===== src/rtl/cavlc_pkg.sv =====
// Shared CAVLC level-decode types and constants.
package cavlc_pkg;
  localparam int MAX_SUFFIX_LEN = 6;
  localparam int LC_W           = 14;
  localparam int LEVEL_W        = 13;

  typedef enum logic [2:0] {
    IDLE,
    T1,
    PREFIX,
    SUFFIX,
    ISSUE,
    DONE
  } lvl_seq_state_t;
endpackage


===== src/rtl/cavlc_level_code.sv =====
// Combinational levelCode and levelSuffixSize from level_prefix, level_suffix
// and the current suffixLength. Result wraps modulo 2^CODE_W.
module cavlc_level_code import cavlc_pkg::*; #(
  parameter int CODE_W = 14
) (
  input  logic [4:0]         prefix,
  input  logic [LEVEL_W-1:0] suffix,
  input  logic [2:0]         sl,
  input  logic               first_lvl,
  input  logic [1:0]         trailing_ones,
  output logic [CODE_W-1:0]  level_code,
  output logic [3:0]         suf_size
);

  logic [3:0] pfx_min;

  always_comb begin
    pfx_min = (prefix >= 5'd15) ? 4'd15 : prefix[3:0];

    if (prefix == 5'd14 && sl == 3'd0)
      suf_size = 4'd4;
    else if (prefix >= 5'd15)
      suf_size = 4'(prefix - 5'd3);
    else
      suf_size = {1'b0, sl};

    level_code = CODE_W'(pfx_min) << sl;
    level_code = level_code + CODE_W'(suffix);
    if (prefix >= 5'd15 && sl == 3'd0)
      level_code = level_code + CODE_W'(15);
    // Escape codes: the 4096 offset cancels part of the 1<<(prefix-3) term.
    if (prefix >= 5'd16)
      level_code = level_code + (CODE_W'(1) << (prefix - 5'd3)) - CODE_W'(4096);
    if (first_lvl && trailing_ones != 2'd3)
      level_code = level_code + CODE_W'(2);
  end

endmodule


===== src/rtl/cavlc_level_sequencer.sv =====
// CAVLC level sequencer: trailing ones, then prefix/suffix collection per level.
// Define CAVLC_LVL_ESC16_EN to accept level_prefix 16 (escape); otherwise it aborts with LvlErr.
module cavlc_level_sequencer import cavlc_pkg::*; #(
  parameter int MAX_COEFF = 16,
  parameter int LC_W      = 14
) (
  input  logic               Clk,
  input  logic               nReset,
  input  logic               BlkStart,
  input  logic [4:0]         TotalCoeff,
  input  logic [1:0]         TrailingOnes,
  input  logic [2:0]         T1Signs,
  output logic               BlkBusy,
  input  logic               PfxValid,
  output logic               PfxReady,
  input  logic [4:0]         LevelPrefix,
  output logic               SufReq,
  output logic [3:0]         SufLen,
  input  logic               SufValid,
  input  logic [LEVEL_W-1:0] LevelSuffix,
  output logic               LPUTrig,
  output logic [2:0]         SuffixLength,
  output logic [LC_W-1:0]    CodeNum,
  output logic               T1Wr,
  output logic               T1Neg,
  output logic [3:0]         LevelIdx,
  output logic               BlkDone,
  output logic               LvlErr
);

`ifdef CAVLC_LVL_ESC16_EN
  localparam logic [4:0] MAX_PFX = 5'd16;
`else
  localparam logic [4:0] MAX_PFX = 5'd15;
`endif

  lvl_seq_state_t     state;
  logic [4:0]         tc;
  logic [4:0]         idx;
  logic [4:0]         prefix_reg;
  logic [1:0]         t1_cnt;
  logic [2:0]         t1_signs;
  logic [2:0]         sl;
  logic               first_lvl;

  logic [4:0]         tc_clamp;
  logic [4:0]         pfx_sel;
  logic [LEVEL_W-1:0] suf_sel;
  logic [LC_W-1:0]    level_code;
  logic [3:0]         suf_size;
  logic [2:0]         sl_base;
  logic [2:0]         sl_next;

  assign PfxReady = (state == PREFIX);
  assign SufReq   = (state == SUFFIX);

  assign tc_clamp = (TotalCoeff > 5'(MAX_COEFF)) ? 5'(MAX_COEFF) : TotalCoeff;

  // The code is evaluated on the edge that enters ISSUE, so feed it the live inputs.
  assign pfx_sel = (state == PREFIX) ? LevelPrefix : prefix_reg;
  assign suf_sel = (state == SUFFIX) ? LevelSuffix : '0;

  cavlc_level_code #(.CODE_W(LC_W)) u_code (
    .prefix        (pfx_sel),
    .suffix        (suf_sel),
    .sl            (sl),
    .first_lvl     (first_lvl),
    .trailing_ones (t1_cnt),
    .level_code    (level_code),
    .suf_size      (suf_size)
  );

  // Adaptation threshold uses the suffixLength after the 0->1 promotion.
  always_comb begin
    sl_base = (sl == 3'd0) ? 3'd1 : sl;
    if (({1'b0, CodeNum[LC_W-1:1]} + LC_W'(1)) > (LC_W'(3) << (sl_base - 3'd1))
        && sl_base < 3'(MAX_SUFFIX_LEN))
      sl_next = sl_base + 3'd1;
    else
      sl_next = sl_base;
  end

  always_ff @(posedge Clk or negedge nReset) begin
    if (!nReset) begin
      state        <= IDLE;
      tc           <= '0;
      idx          <= '0;
      prefix_reg   <= '0;
      t1_cnt       <= '0;
      t1_signs     <= '0;
      sl           <= '0;
      first_lvl    <= 1'b0;
      BlkBusy      <= 1'b0;
      SufLen       <= '0;
      LPUTrig      <= 1'b0;
      SuffixLength <= '0;
      CodeNum      <= '0;
      T1Wr         <= 1'b0;
      T1Neg        <= 1'b0;
      LevelIdx     <= '0;
      BlkDone      <= 1'b0;
      LvlErr       <= 1'b0;
    end else begin
      T1Wr    <= 1'b0;
      LPUTrig <= 1'b0;
      BlkDone <= 1'b0;
      LvlErr  <= 1'b0;
      case (state)
        IDLE: begin
          if (BlkStart) begin
            tc        <= tc_clamp;
            t1_cnt    <= TrailingOnes;
            t1_signs  <= T1Signs;
            first_lvl <= 1'b1;
            BlkBusy   <= 1'b1;
            sl        <= (TotalCoeff > 5'd10 && TrailingOnes != 2'd3) ? 3'd1 : 3'd0;
            if (tc_clamp == 5'd0) begin
              idx     <= '0;
              BlkDone <= 1'b1;
              state   <= DONE;
            end else if (TrailingOnes != 2'd0) begin
              T1Wr     <= 1'b1;
              T1Neg    <= T1Signs[2];
              LevelIdx <= '0;
              idx      <= 5'd1;
              state    <= T1;
            end else begin
              idx   <= '0;
              state <= PREFIX;
            end
          end
        end
        T1: begin
          if (idx < {3'b000, t1_cnt}) begin
            T1Wr     <= 1'b1;
            T1Neg    <= t1_signs[2'd2 - idx[1:0]];
            LevelIdx <= idx[3:0];
            idx      <= idx + 5'd1;
          end else if (idx < tc) begin
            state <= PREFIX;
          end else begin
            BlkDone <= 1'b1;
            state   <= DONE;
          end
        end
        PREFIX: begin
          if (PfxValid) begin
            prefix_reg <= LevelPrefix;
            if (LevelPrefix > MAX_PFX) begin
              LvlErr  <= 1'b1;
              BlkBusy <= 1'b0;
              state   <= IDLE;
            end else if (suf_size != 4'd0) begin
              SufLen <= suf_size;
              state  <= SUFFIX;
            end else begin
              LPUTrig      <= 1'b1;
              CodeNum      <= level_code;
              SuffixLength <= sl;
              LevelIdx     <= idx[3:0];
              state        <= ISSUE;
            end
          end
        end
        SUFFIX: begin
          if (SufValid) begin
            LPUTrig      <= 1'b1;
            CodeNum      <= level_code;
            SuffixLength <= sl;
            LevelIdx     <= idx[3:0];
            state        <= ISSUE;
          end
        end
        ISSUE: begin
          first_lvl <= 1'b0;
          idx       <= idx + 5'd1;
          sl        <= sl_next;
          if ((idx + 5'd1) < tc) begin
            state <= PREFIX;
          end else begin
            BlkDone <= 1'b1;
            state   <= DONE;
          end
        end
        DONE: begin
          BlkBusy <= 1'b0;
          state   <= IDLE;
        end
        default: state <= IDLE;
      endcase
    end
  end

endmodule


===== config.mk =====
export PLATFORM = sky130hd
export DESIGN_NAME = cavlc_level_sequencer
export DESIGN_NICKNAME = d
export VERILOG_FILES = /design/src/rtl/cavlc_pkg.sv /design/src/rtl/cavlc_level_code.sv /design/src/rtl/cavlc_level_sequencer.sv
export SDC_FILE = /design/constraint.sdc
export NUM_CORES = 1
export LEC_CHECK = 0
export CAP_MARGIN = 0
export CORE_MARGIN = 1.5
export CORE_UTILIZATION = 50
export CTS_CLUSTER_SIZE = 14
export DETAILED_ROUTE_END_ITERATION = 6
export MAX_ROUTING_LAYER = met4
export PLACE_DENSITY = 0.72
export SLEW_MARGIN = 20
export SYNTH_ARGS = -nofsm -noshare
export SYNTH_HDL_FRONTEND = slang
export SYNTH_SLANG_ARGS = --single-unit

===== constraint.sdc =====
create_clock -name Clk -period 10.74 [get_ports Clk]
set_input_delay 2.685 -clock Clk [delete_from_list [all_inputs] [get_ports Clk]]
set_output_delay 2.685 -clock Clk [all_outputs]
set_load 0.01 [all_outputs]

# ---- Word-level counts from Yosys, hierarchy flattened
# Index checks and enable logic that the tools add are counted.
dict set report word_totals {
  ff_bits 58
  inputBits 33
  romBits 0
  latch_bits 0
  ramBits 0
  wordCells 168
  out_inout_bits 33
  memories 0
}
dict set report op_classes {
  n_div 0
  mul 0
  reduce_logical 26
  n_addsub 11
  eq_ne 18
  shifts 3
  n_bitwise 1
  n_lt_le_gt_ge 11
  n_mux 80
}
# cell n
set op_table {}
lappend op_table {{$mux 14} 7}
lappend op_table {{$mux 3} 16}
lappend op_table {{$mux 4} 11}
lappend op_table {{$pmux 14 s2} 1}
lappend op_table {{$mux 1} 27}
lappend op_table {{$mux 5} 4}
lappend op_table {{$ne 2x2->1 const B} 10}
lappend op_table {{$pmux 4 s4} 1}
lappend op_table {{$pmux 3 s5} 1}
lappend op_table {{$pmux 5 s3} 1}
lappend op_table {{$add 13x1->14 const B} 1}
lappend op_table {{$add 14x13->14} 1}
lappend op_table {{$add 14x14->14} 1}
lappend op_table {{$add 14x2->14 const B} 1}
lappend op_table {{$add 14x4->14 const B} 1}
lappend op_table {{$gt 14x14->1} 1}
lappend op_table {{$shl 1x5->14 const A} 1}
lappend op_table {{$shl 2x3->14 const A} 1}
lappend op_table {{$shl 4x3->14} 1}
lappend op_table {{$sub 14x13->14 const B} 1}
lappend op_table {{$mux 13} 1}
lappend op_table {{$pmux 3 s2} 2}
lappend op_table {{$reduce_and 4->1} 3}
lappend op_table {{$gt 5x4->1 const B} 2}
lappend op_table {{32 further kinds} 53}

# ---- Depth between registers and ports, before layout
# Gate-level depths: netlist (run 1).
dict set report logic_depth {
  word_depth 17
  depth_mapped 35
  depth_no_buf 32
}

# ---- Hierarchy
# Synthesis (run 1) repeated with hierarchy kept, for this count alone.
dict set report hier_totals {
  cells_unflattened 698
  area_unflattened_um2 6119.6
}
# mod seq_area_each_um2 cells_each n_inst area_per_inst_um2
set modules_own_cells {}
lappend modules_own_cells {cavlc_level_sequencer 1451.4 349 1 3472.1}
lappend modules_own_cells {cavlc_level_code 0.0 349 1 2647.5}

# ---- Worst setup path before layout (run 1)
# No wires, ideal clock.
dict set report synth_path {
  path_type {input -> register}
  from {input port LevelPrefix[0]}
  to {register CodeNum[13]}
  setup_ps 92
  cell_stages 30
  path_buffers 1
  t_arrival_ps 8827
  t_required_ps 10648
  path_slack_ps 1821
  path_cell_list {mux2i_1 inv_1 ha_1 a211oi_1 nor2_1 mux2_2 nor2_1 a21oi_1 mux2i_1 o22ai_1 ha_1 clkbuf_1 and3_1 o2bb2ai_1 mux2_2 a221oi_2 nand4_1 or3b_1 o41ai_1 nor3_1 ha_1 inv_1 ha_1 a21o_1 a31oi_1 xor2_1 nor2_1 xnor2_1 and3_1 o31ai_2}
}
dict set report synth_via {
  elab_chain_len 16
  elab_cells_between_ends 30
  cone_classes {6 x add/sub; 3 x order compare; 3 x eq/ne; 2 x shift; 12 x mux; 4 x reduce/logical}
}
# element line_no
set synth_lines {}
lappend synth_lines {{start, declared} cavlc_level_sequencer.sv:16} ;# input logic [4:0] LevelPrefix,
lappend synth_lines {{$mux 5} cavlc_level_sequencer.sv:60} ;# assign pfx_sel = (state == PREFIX) ? LevelPrefix : prefix_reg;
lappend synth_lines {{$ge 5x4->1} {cavlc_level_code.sv:18, cavlc_level_code.sv:22, cavlc_level_code.sv:29}}
lappend synth_lines {{$mux 4} cavlc_level_code.sv:18} ;# pfx_min = (prefix >= 5'd15) ? 4'd15 : prefix[3:0];
lappend synth_lines {{$shl 4x3->14} cavlc_level_code.sv:27} ;# level_code = CODE_W'(pfx_min) << sl;
lappend synth_lines {{$add 14x13->14} cavlc_level_code.sv:28} ;# level_code = level_code + CODE_W'(suffix);
lappend synth_lines {{$add 14x4->14} cavlc_level_code.sv:30} ;# level_code = level_code + CODE_W'(15);
lappend synth_lines {{$mux 14} cavlc_level_code.sv:29} ;# if (prefix >= 5'd15 && sl == 3'd0)
lappend synth_lines {{$add 14x14->14} cavlc_level_code.sv:33} ;# level_code = level_code + (CODE_W'(1) << (prefix - 5'd3)) - CODE_W'(4096);
lappend synth_lines {{$sub 14x13->14} cavlc_level_code.sv:33}
lappend synth_lines {{$mux 14} cavlc_level_code.sv:32} ;# if (prefix >= 5'd16)
lappend synth_lines {{$add 14x2->14} cavlc_level_code.sv:35} ;# level_code = level_code + CODE_W'(2);
lappend synth_lines {{$mux 14} cavlc_level_code.sv:34} ;# if (first_lvl && trailing_ones != 2'd3)
lappend synth_lines {{$mux 14} cavlc_level_sequencer.sv:153} ;# end else if (suf_size != 4'd0) begin
lappend synth_lines {{$mux 14} cavlc_level_sequencer.sv:149} ;# if (LevelPrefix > MAX_PFX) begin
lappend synth_lines {{$mux 14} cavlc_level_sequencer.sv:147} ;# if (PfxValid) begin
lappend synth_lines {{$pmux 14 s2} cavlc_level_sequencer.sv:108} ;# case (state)
lappend synth_lines {{end signal, assigned} cavlc_level_sequencer.sv:158} ;# CodeNum <= level_code;
lappend synth_lines {{end signal, assigned} cavlc_level_sequencer.sv:168} ;# CodeNum <= level_code;
lappend synth_lines {{end, declared} cavlc_level_sequencer.sv:23} ;# output logic [LC_W-1:0] CodeNum,
# Several ways; a longest one is shown, not always the timed one. The select of a mux whose other input is x is not followed.
# A chain may end at the register's enable or synchronous reset.

# ---- Final worst setup path (run 1)
# Ends and elaborated chain as after synthesis.

==> results of run 1 <==
cells by family after synthesis:
| logic type | after synthesis |
|---|---|
| and+or+nand+nor | 288 |
| AOI/OAI and AO/OA | 220 |
| buffers and inverters | 76 |
| adders and majority gates | 70 |
| DFF | 58 |
| xor gates and xnor gates | 47 |
| muxes | 32 |
power by group:
group          leakage (nW)  internal [mW]  switching (mW)
Sequential            0.740          0.306          0.0986
Clock                 0.142          0.179           0.109
Combinational          2.44          0.724            1.04
per-layer routing:
layer  share of wire  global-route usage
met4           0.025              0.0979
met5               0                   -
met3           0.054              0.0459
met1            0.46               0.356
met2            0.46               0.436
area by class of cell:
cell class	count	area (um2)	share of cell area
clock inverters	7	68.8	0.00939
repair buffers	70	683	0.0932
multi-input cells	657	4500	0.615
clock buffers	9	225	0.0307
well taps	168	210	0.0287
flip-flops and latches	58	1450	0.198
inverters	48	185	0.0253
worst max-delay path by stage:
stage                        start          end  depth (start not counted)
detailed placement  LevelPrefix[0]  CodeNum[13]                         31
CTS                 LevelPrefix[0]  CodeNum[13]                         31
finish              LevelPrefix[0]  CodeNum[13]                         31
global route        LevelPrefix[0]  CodeNum[13]                         31
global placement    LevelPrefix[0]  CodeNum[13]                         31
floorplan           LevelPrefix[0]  CodeNum[13]                         30
Yosys cell counts (5+ instances only):
library cell,n
a211oi_1,11
a21o_1,10
a21oi_1,45
a31oi_1,7
and2_1,8
and3_1,25
clkbuf_1,25
dfrtp_1,58
ha_1,68
inv_1,46
mux2_2,17
mux2i_1,15
nand2_1,86
nand2b_1,17
nand3_1,26
nand4_1,5
nor2_1,64
nor2b_1,8
nor3_1,18
nor4_1,5
o21a_1,8
o21ai_0,72
o21bai_1,5
o22ai_1,5
o31ai_1,6
or2_2,5
or3_1,5
xnor2_1,25
xor2_1,22
stage by stage:
stage | cells | power [mW] | utilization | hold slack (ns)
6_report | 1017 | 2.45 | 0.605 | 0.473
5_1_grt | 1017 | 2.69 | 0.605 | 0.496
4_1_cts | 1017 | 2.44 | 0.605 | 0.480
3_5_place_dp | 1001 | 2.13 | 0.581 | 0.469
3_3_place_gp | 1001 | 2.09 | 0.581 | 0.462
2_1_floorplan | 791 | 1.66 | - | 0.450
tightest hold or removal path, cell delays in order, from the launching register on:
cell and delay (ns):
dfrtp_1 0.34, nand2_1 0.04, o21ai_0 0.05
==> flow_metrics.tcl, run 1 <==
set metrics [dict create \
    status "complete, no violations" \
    yosysWarnings 0 \
    clkLatencyLatePin_ns 0.34 \
    dieHeight_um 115 \
    cts_buffer_depth 2 \
    grt_pass1_wl_mm 27.9 \
    netlist_area_mm2 0.00625 \
    cts_hold_buf 0 \
    async_flop_share 1.00 \
    cap_viol_max_count 0 \
    finalSetupTns_ns 0 \
    yosysSeqAreaShare 0.232 \
    timing.critical_path.mode_cell "ha_1" \
    worst_slack_ns 0.848 \
    vdd_drop_max_mv 0.189 \
    synth_cell_types 76 \
    r2r-end "CodeNum[13]" \
    crit_path_max_incr_delay_ns 0.49 \
    core_region_area_mm2 0.0121 \
    cts_setup_buffers 0 \
    powerDensity_mw_per_mm2 335 \
    initial_utilization 0.516 \
    finalNetCount 947 \
    track_usage 0.275 \
    timing.rr.start "state[2]" \
    grt_max_degree 59 \
    rows 40 \
    leakagePower_nw 3.32 \
    io_pins 66 \
    clock-root-buffer "clkbuf_16" \
    crit_fanout 7 \
    antenna_left 0 \
    layout-drive-gt1-share 0.0695 \
    period_needed_ns 9.89 \
    max_freq_ghz 0.101 \
    largest_register_ffs 14 \
    port_buffers 65 \
    cp-start-kind "input pin" \
    drt_iter0_drc 394 \
    min-delay-start "SuffixLength[1]" \
    place_area_mm2 0.00703 \
    design_area_mm2 0.00733 \
    chipWidth_um 115 \
    firstDrtPassIters 6 \
    via_per_inst 5.87 \
    syn_nets 894 \
    synth-seq-cells 58 \
    dr_total_vias 5973 \
    antenna_cells 0 \
    overflow 0 \
    tightest_slew_ns 1.02 \
    hold_viol 0 \
    cts_sinks 58 \
    path_class "in2reg" \
    cp.required_ns 10.93 \
    ctsResizeCount 0 \
    grt_pass1_vias 5672 \
    netlist.area_leader.share 0.232 \
    wire_per_inst_um 16.5 \
    cp_slowest_cell "clkdlybuf4s50_1" \
    r2r_slack_ns 2.08 \
    period_share 0.921 \
    min_path_type "reg2reg" \
    area_delta_synth_final_pct 17.2 \
    drcViolationCount 0 \
    cts-htree-levels 3 \
    top_register "CodeNum" \
    cts_tree "built" \
    place_ws_ns 0.640 \
    synth-xor-area-share 0.0658 \
    final_common_cell "nand2_1" \
    synth_compound_area_frac 0.229 \
    wl_mm 16.8 \
    relSlewSlack 0.319 \
    cp_top_family "compound AO/OA/AOI/OAI gates" \
    cts_buffers 9 \
    synth-simple-area-share 0.228 \
    reg2reg_depth 32 \
    syn_avg_cell_area_um2 7.91 \
    antenna_found_initial 0 \
    synth_ff_type "dfrtp_1" \
    arrival_ns 10.08 \
    clock_skew_ns 0.00800 \
    synthCells 791 \
    nFillCells 1077 \
    die_area_mm2 0.0132 \
    synth_fa_ha_area_frac 0.142 \
    min_to "SuffixLength[1]" \
    rsz0062_at_grt "no" \
    yosys-top-cells-area "dfrtp_1 23%, ha_1 14%, o21ai_0 5.8%" \
    dpl.hpwl_mm 13.1 \
    end_kind "flop" \
    synth-edff-count 0 \
    setup_viol 0 \
    path_buf_inv 3 \
    place_congestion 0.926 \
    mostFrequentLayoutCells "86 x nand2_1, 72 x o21ai_0, 68 x ha_1, 64 x nor2_1, 64 x clkdlybuf4s50_1" \
    synth_top_family_by_area "compound AO/OA/AOI/OAI gates" \
    whs_path_depth 2 \
    post_synth_mux_area_share 0.0546 \
    drv_slew 0 \
    clk_pin_slew_worst_paths_ns 0.05 \
    synth_top_cell_by_area "dfrtp_1" \
]
Note: power is estimated with default switching activity, not from simulation.
==> inputs of run 2 (changes only) <==
SLEW_MARGIN = default   (was 20)
==> results of run 2 <==
The final DEF is identical to that of run 1; final timing and power are the same.
==> inputs of run 3 (changes only) <==
CTS_BUF_LIST = sky130_fd_sc_hd__clkbuf_8   (was default)
==> flow_metrics.tcl, run 3 (same netlist as run 1, synthesis figures left out) <==
set metrics [dict create \
    cp.required_ns 10.95 \
    finalNetCount 947 \
    firstDrtPassIters 5 \
    powerDensity_mw_per_mm2 327 \
    area_delta_synth_final_pct 15.5 \
    r2r_slack_ns 2.09 \
    cts_hold_buf 0 \
    dr_total_vias 5937 \
    cts_sinks 58 \
    leakagePower_nw 3.28 \
    initial_utilization 0.516 \
    antenna_found_initial 0 \
    rows 40 \
    period_needed_ns 9.88 \
    hold_viol 0 \
    drt_iter0_drc 483 \
    reg2reg_depth 32 \
    crit_path_max_incr_delay_ns 0.48 \
    largest_register_ffs 14 \
    final_common_cell "nand2_1" \
    power.share.switching 0.520 \
    end_kind "flop" \
    die_area_mm2 0.0132 \
    mostFrequentLayoutCells "86 x nand2_1, 72 x o21ai_0, 68 x ha_1, 64 x nor2_1, 64 x clkdlybuf4s50_1" \
    cts-htree-levels 3 \
    cts_buffer_depth 2 \
    place_ws_ns 0.640 \
    antenna_left 0 \
    dpl.hpwl_mm 13.1 \
    cap_viol_max_count 0 \
    relSlewSlack 0.330 \
    whs_path_depth 2 \
    tightest_slew_ns 1.00 \
    drv_slew 0 \
    cp_slowest_cell "clkdlybuf4s50_1" \
    max_freq_ghz 0.101 \
    grt_pass1_wl_mm 27.7 \
    track_usage 0.273 \
    rsz0062_at_grt "no" \
    cp-start-kind "input pin" \
    crit_fanout 7 \
    place_area_mm2 0.00703 \
    vdd_drop_max_mv 0.190 \
    clock_skew_ns 0.0135 \
    grt_pass1_vias 5650 \
    fin_util 0.597 \
    ctsResizeCount 0 \
    hold_slack_ns 0.476 \
    clk_pin_slew_worst_paths_ns 0.07 \
    clock-root-buffer "clkbuf_8" \
    status "complete, no violations" \
    via_per_inst 5.84 \
    min_path_type "reg2reg" \
    core_region_area_mm2 0.0121 \
    setup_viol 0 \
    port_buffers 65 \
    dp.cells 1001 \
    period_share 0.920 \
    arrival_ns 10.09 \
    power_frac_clock 0.086 \
    stdcell_count 1017 \
    report.power.total_mw 2.36 \
    io_pins 66 \
    cts_buffers 9 \
    cts_setup_buffers 0 \
    drcViolationCount 0 \
    pwr-share-comb 0.743 \
    cts_tree "built" \
    dieHeight_um 115 \
    antenna_cells 0 \
    finalSetupTns_ns 0 \
    path_class "in2reg" \
    grt_max_degree 59 \
    wl_mm 16.6 \
    overflow 0 \
    top_register "CodeNum" \
    place_congestion 0.926 \
    p_switching_mw 1.23 \
    timing.critical_path.mode_cell "ha_1" \
    design_area_mm2 0.00723 \
    wire_per_inst_um 16.3 \
    p_int_mw 1.14 \
    share_seq_of_total_power 0.171 \
    worst_slack_ns 0.863 \
    layout-drive-gt1-share 0.0695 \
    chipWidth_um 115 \
    clkLatencyLatePin_ns 0.37 \
]
==> run 3: cell counts in the layout (fill, tap and decap cells not counted) <==
No cell type changed its count.
==> run 3: metal layers <==
layer,track usage,share of wire
met1,0.355,0.46
met2,0.432,0.46
met3,0.0469,0.051
met4,0.0922,0.025
met5,-,0
==> run 3: final timing paths <==
kind	endpoint	from
min	SuffixLength[1]	SuffixLength[1]
min reg2reg	SuffixLength[1]	SuffixLength[1]
max in group asynchronous	CodeNum[2]	nReset
min in group asynchronous	t1_signs[2]	nReset
max	CodeNum[13]	LevelPrefix[0]
max reg2reg	CodeNum[13]	state[2]
==> run 3: cell type report <==
cell class                 instances  area (um2)
inverter                          48         185
timing repair buffer              70         683
clock inverter                     7        68.8
fill                            1096        4890
sequential                        58        1450
multi-input combinational        657        4500
clock buffer                       9         124
tap                              168         210
==> run 3: power groups by stage <==
stage | combinational (mW) | clock [mW] | sequential, mW
after floorplan | 1.27 | 0 | 0.389
after global placement | 1.69 | 0 | 0.401
after detailed placement | 1.72 | 0 | 0.406
after CTS | 1.74 | 0.209 | 0.402
after global routing | 1.96 | 0.219 | 0.420
final | 1.75 | 0.204 | 0.403
==> run 3: critical path: cells and delay by family <==
family | cells | cell delay, ns
mux | 3 | 0.86
buf+inv | 3 | 0.75
compound gates | 12 | 2.84
xor+xnor | 1 | 0.28
simple gates | 8 | 1.30
fa+ha+maj | 4 | 1.39
